--- src/rtl/wb_grf.sv ---
// Write-back stage and 32-entry GPR file: selects the write-back value, commits it,
// serves two D-stage read ports with W->D bypass, and keeps a retire log/counter.
module wb_grf #(
    parameter int unsigned DATA_W = 32,
    parameter int unsigned CNT_W  = 32
) (
    input  logic              clk,
    input  logic              reset,
    input  logic [DATA_W-1:0] W_AO,
    input  logic [DATA_W-1:0] W_DR,
    input  logic [31:0]       W_pc,
    input  logic [31:0]       W_pc8,
    input  logic [1:0]        SelWout_W,
    input  logic [4:0]        W_A3,
    input  logic              RegWrite_W,
    input  logic [4:0]        D_A1,
    input  logic [4:0]        D_A2,
    output logic [DATA_W-1:0] D_RD1,
    output logic [DATA_W-1:0] D_RD2,
    output logic [DATA_W-1:0] W_WD,
    output logic              wb_valid,
    output logic [31:0]       wb_pc,
    output logic [4:0]        wb_addr,
    output logic [DATA_W-1:0] wb_data,
    output logic [CNT_W-1:0]  retire_cnt
);

    logic [DATA_W-1:0] r_grf [32];
    logic              r_wb_valid;
    logic [31:0]       r_wb_pc;
    logic [4:0]        r_wb_addr;
    logic [DATA_W-1:0] r_wb_data;
    logic [CNT_W-1:0]  r_retire_cnt;

    logic [DATA_W-1:0] w_wd;
    logic              w_we;
    logic [DATA_W-1:0] w_rd1;
    logic [DATA_W-1:0] w_rd2;

    // W_pc8 is 32 bits; it is resized to the data width for the link value.
    always_comb begin
        w_wd = '0;
        unique case (SelWout_W)
            2'd0:    w_wd = W_AO;
            2'd1:    w_wd = W_DR;
            2'd2:    w_wd = DATA_W'(W_pc8);
            default: w_wd = '0;
        endcase
    end

    // A write in a reset cycle or to $zero never commits.
    assign w_we = RegWrite_W && (W_A3 != 5'd0) && reset;

    always_comb begin
        w_rd1 = '0;
        if (D_A1 == 5'd0) begin
            w_rd1 = '0;
        end else if (w_we && (D_A1 == W_A3)) begin
            w_rd1 = w_wd;
        end else begin
            w_rd1 = r_grf[D_A1];
        end
    end

    always_comb begin
        w_rd2 = '0;
        if (D_A2 == 5'd0) begin
            w_rd2 = '0;
        end else if (w_we && (D_A2 == W_A3)) begin
            w_rd2 = w_wd;
        end else begin
            w_rd2 = r_grf[D_A2];
        end
    end

    always_ff @(posedge clk) begin
        if (!reset) begin
            for (int i = 0; i < 32; i++) begin
                r_grf[i] <= '0;
            end
        end else if (w_we) begin
            r_grf[W_A3] <= w_wd;
        end
    end

    always_ff @(posedge clk) begin
        if (!reset) begin
            r_wb_valid   <= 1'b0;
            r_wb_pc      <= '0;
            r_wb_addr    <= '0;
            r_wb_data    <= '0;
            r_retire_cnt <= '0;
        end else begin
            r_wb_valid <= w_we;
            if (w_we) begin
                r_wb_pc      <= W_pc;
                r_wb_addr    <= W_A3;
                r_wb_data    <= w_wd;
                r_retire_cnt <= r_retire_cnt + CNT_W'(1);
            end
        end
    end

    assign W_WD       = w_wd;
    assign D_RD1      = w_rd1;
    assign D_RD2      = w_rd2;
    assign wb_valid   = r_wb_valid;
    assign wb_pc      = r_wb_pc;
    assign wb_addr    = r_wb_addr;
    assign wb_data    = r_wb_data;
    assign retire_cnt = r_retire_cnt;

endmodule
--- config.mk ---
export PLATFORM = sky130hd
export DESIGN_NAME = wb_grf
export DESIGN_NICKNAME = d
export VERILOG_FILES = /design/src/rtl/wb_grf.sv
export SDC_FILE = /design/constraint.sdc
export NUM_CORES = 2
export LEC_CHECK = 0
export BUFFER_PORTS_ARGS = -buffer_cell sky130_fd_sc_hd__buf_2
export CAP_MARGIN = 15
export CORE_ASPECT_RATIO = 1.75
export CORE_MARGIN = 10
export CORE_UTILIZATION = 34
export CTS_CLUSTER_SIZE = 12
export DETAILED_ROUTE_END_ITERATION = 6
export PLACE_DENSITY = 0.5
export SETUP_SLACK_MARGIN = 0.05
export SLEW_MARGIN = 20
export SYNTH_ARGS = -nofsm -noshare
export SYNTH_HDL_FRONTEND = slang
export SYNTH_SLANG_ARGS = --single-unit
--- constraint.sdc ---
create_clock -name clk -period 5.8 [get_ports clk]
set_clock_uncertainty 0.1 [all_clocks]
set_input_delay 0 -clock clk [delete_from_list [all_inputs] [get_ports clk]]
set_output_delay 0 -clock clk [all_outputs]
set_load 0.1 [all_outputs]
==> results.sh <==
export IMPL_cap_violations=0
export IMPL_syn_inst=4500
export IMPL_syn_to_final_growth_pct=16.27
export IMPL_ys_flop_type="edfxtp_1"
export IMPL_antenna_found_initial=8
export IMPL_path_class="in -> out"
export IMPL_drc_errors=0
export IMPL_grt_pass1_vias=43799
export IMPL_cts_buffers=113
export IMPL_cp_arrival_ps=4130
export IMPL_netlist_top_cells_count="nor2_1 (1118), edfxtp_1 (1024), mux4_2 (357), mux2i_1 (354), clkbuf_1 (307)"
export IMPL_yosysSeqAreaShare=0.5729
export IMPL_avgSynthCellArea_um2=12.72
export IMPL_ys_warn_count=0
export IMPL_core_rowCount=199
export IMPL_cts_sinks=1126
export IMPL_port_buffers=345
export IMPL_chipHeight_um=562.8
export IMPL_grt_start_max_net_pins=87
export IMPL_ant_nets=0
export IMPL_setup_viol=0
export IMPL_fin_crit_sh=0.7293
export IMPL_end_kind="primary output"
export IMPL_grt_pass1_wl_um=351400
export IMPL_synth_edf_count=1024
export IMPL_finalWeightedCongestion=0.8948
export IMPL_cts_resized=0
export IMPL_syn_area_um2=57240
export IMPL_grt_overflow_total=0
export IMPL_maxSlewHeadroom=0.2134
export IMPL_drtPass1Iterations=6
export IMPL_first_iter_violations=5002
export IMPL_start_util=0.3416
export IMPL_worstSkewPairLatency_ps=760
export IMPL_grt_usage=0.2700
export IMPL_layout_drive_gt1_share=0.2346
export IMPL_cp_max_fo=49
export IMPL_ctsLongestPathBuffers=3
export IMPL_synth_top_area_share=0.5372
export IMPL_hold_class="in -> reg"
export IMPL_fillCellCount=15828
export IMPL_synthTopCellsByArea="edfxtp_1 (54%), mux4_2 (14%), nor2_1 (7.3%)"
export IMPL_core_area_um2=167600
export IMPL_dieArea_um2=185800
export IMPL_via_per_inst=6.027
export IMPL_tightest_slew_ps=1177
export IMPL_rsz0062_at_grt="no"
export IMPL_wl_per_cell_um=36.11
export IMPL_place_inst=6802
export IMPL_synth_cell_types=57
export IMPL_htree_levels=3
export IMPL_root_buffer="clkbuf_16"
export IMPL_clkSlewWorstSetupHoldPaths_ps=60
export IMPL_synthArstFlopShare=0
export IMPL_final_nets=4981
export IMPL_cp_start_kind="primary input"
export IMPL_cts_setup_buffers=0
export IMPL_p_leak_nw=23.56
export IMPL_powerDensity_nw_per_um2=307.2
export IMPL_drv_slew=0
export IMPL_yosysMostFrequentCell="nor2_1"
export IMPL_die_w_um=330.2
export IMPL_ys_ff_latch=1126
export IMPL_worst_slack_ps=1570
export IMPL_fin_cells=7126
export IMPL_critPathRequiredTime_ps=5700
export IMPL_final_util=0.3971
export IMPL_drt_total_wl_um=257400
export IMPL_hold_viol_final=0
export IMPL_yosysTopAreaCell="edfxtp_1"
export IMPL_cts_tree="done"
export IMPL_tns_ps=0
export IMPL_period_needed_ps=4230
export IMPL_fmaxAchievable_ghz=0.2364
export IMPL_dp_hpwl_um=161800
export IMPL_io_pins=346
export IMPL_dpl_worst_slack_ps=2011
export IMPL_vias=42951
export IMPL_status="finished clean"
export IMPL_peakVddDrop_mv=0.2243
## registers in the layout, summed over array words and instances (netlist names)
| signal | flops |
|---|---|
| r_grf | 1024 |
| wb_pc | 32 |
| wb_valid | 1 |
| wb_data | 32 |
| retire_cnt | 32 |
| wb_addr | 5 |
## critical path, cell delays in order
cell and delay (ps):
dlygate4sd3_1 550, buf_2 230, or3_1 500, o21ai_4 160
buf_4 520, nor3_2 160, buf_4 380, a221oi_1 970
buf_2 580
## power by group
group	internal, mW	switching (mW)
Combinational	1.03	2.80
Clock	3.78	3.32
Sequential	9.28	0.232
Total	14.1	6.35
## layout make-up
type | instances | area (µm²) | share of cell area
flip-flops and latches | 1126 | 32790 | 0.4927
inverters | 41 | 158.9 | 0.002388
diodes | 5 | 12.51 | 0.0001880
well taps | 2211 | 2766 | 0.04157
multi-input cells | 2900 | 22910 | 0.3442
repair buffers | 650 | 4537 | 0.06817
clock buffers | 160 | 3047 | 0.04578
clock inverters | 33 | 330.3 | 0.004963
## layout by cell type (no fill, tap or decap), types with 7 or more instances in the layout
cell           instances
o21ai_0               67
inv_1                 39
clkinv_1              12
nor4_1                28
mux2_2                24
clkinv_2               8
nor2_1              1118
a21oi_1              133
clkbuf_1              40
a22o_1                 9
o31a_1                 7
nor3_1                26
o211ai_1              48
dfxtp_1              102
nand2_1              164
nand2_2               43
a211oi_1              41
a21oi_4               32
xnor2_1               29
nand4_1                7
o22ai_1               78
buf_2                338
buf_12                13
clkbuf_16            113
o2111ai_1             14
dlygate4sd3_1        124
mux4_2               357
o21a_1                45
edfxtp_1            1024
buf_4                171
mux2i_1              354
a221o_1                9
or3_1                 10
conb_1                32
nand3_1               28
a221oi_1              69
a22oi_1               52
## logic make-up (layout without fill, tap and decap cells)
logic type,count (synthesis),count (layout),synth area share
compound gates,626,626,0.07312
xor+xnor,31,31,0.004744
fa+ha+maj,1,1,0.0002186
buf+inv,505,884,0.03911
flops,1126,1126,0.5729
mux,735,735,0.2071
other cells,1,37,0.00006552
simple gates,1475,1475,0.1027
## metrics by stage
step | power (mW) | area (µm²) | hold WS [ps]
CTS | 20.49 | 66540 | 8.962
global placement | 13.35 | 61860 | 141.6
detailed placement | 13.38 | 61880 | 145.2
floorplan | 11.99 | 57350 | 36.05
finish | 20.45 | 66550 | 31.97
global route | 20.95 | 66540 | 29.31
## final timing paths
| check | start | to | slack, ps | cells past startpoint |
|---|---|---|---|---|
| worst max-delay path | W_A3[4] | D_RD2[31] | 1570 | 9 |
| worst min-delay path | W_AO[25] | r_grf[13][25]$_SDFFCE_PN0P_ | 30 | 6 |
| worst max register to register | retire_cnt[4]$_SDFFE_PN0P_ | retire_cnt[29]$_SDFFE_PN0P_ | 3090 | 5 |
| worst min register to register | wb_pc[0]$_SDFFE_PN0P_ | wb_pc[0]$_SDFFE_PN0P_ | 350 | 2 |
## repair_timing
item | CTS | global route
setup endpoints to repair | 0 | 0
hold buffers | 126 | 0
endpoints found under the hold margin | 831 | 0
## per-layer routing
metal / part of all wire / vias up / routed length, µm / GRT usage
met1: 0.34 / 22167 / 86480 / 0.3004
met5: 0.00019 / - / 50 / 0
met3: 0.087 / 755 / 22330 / 0.05602
met2: 0.49 / 2485 / 126700 / 0.4540
met4: 0.085 / 8 / 21810 / 0.1958
li1: - / 17536 / - / -
(Power assumes the default switching activity.)
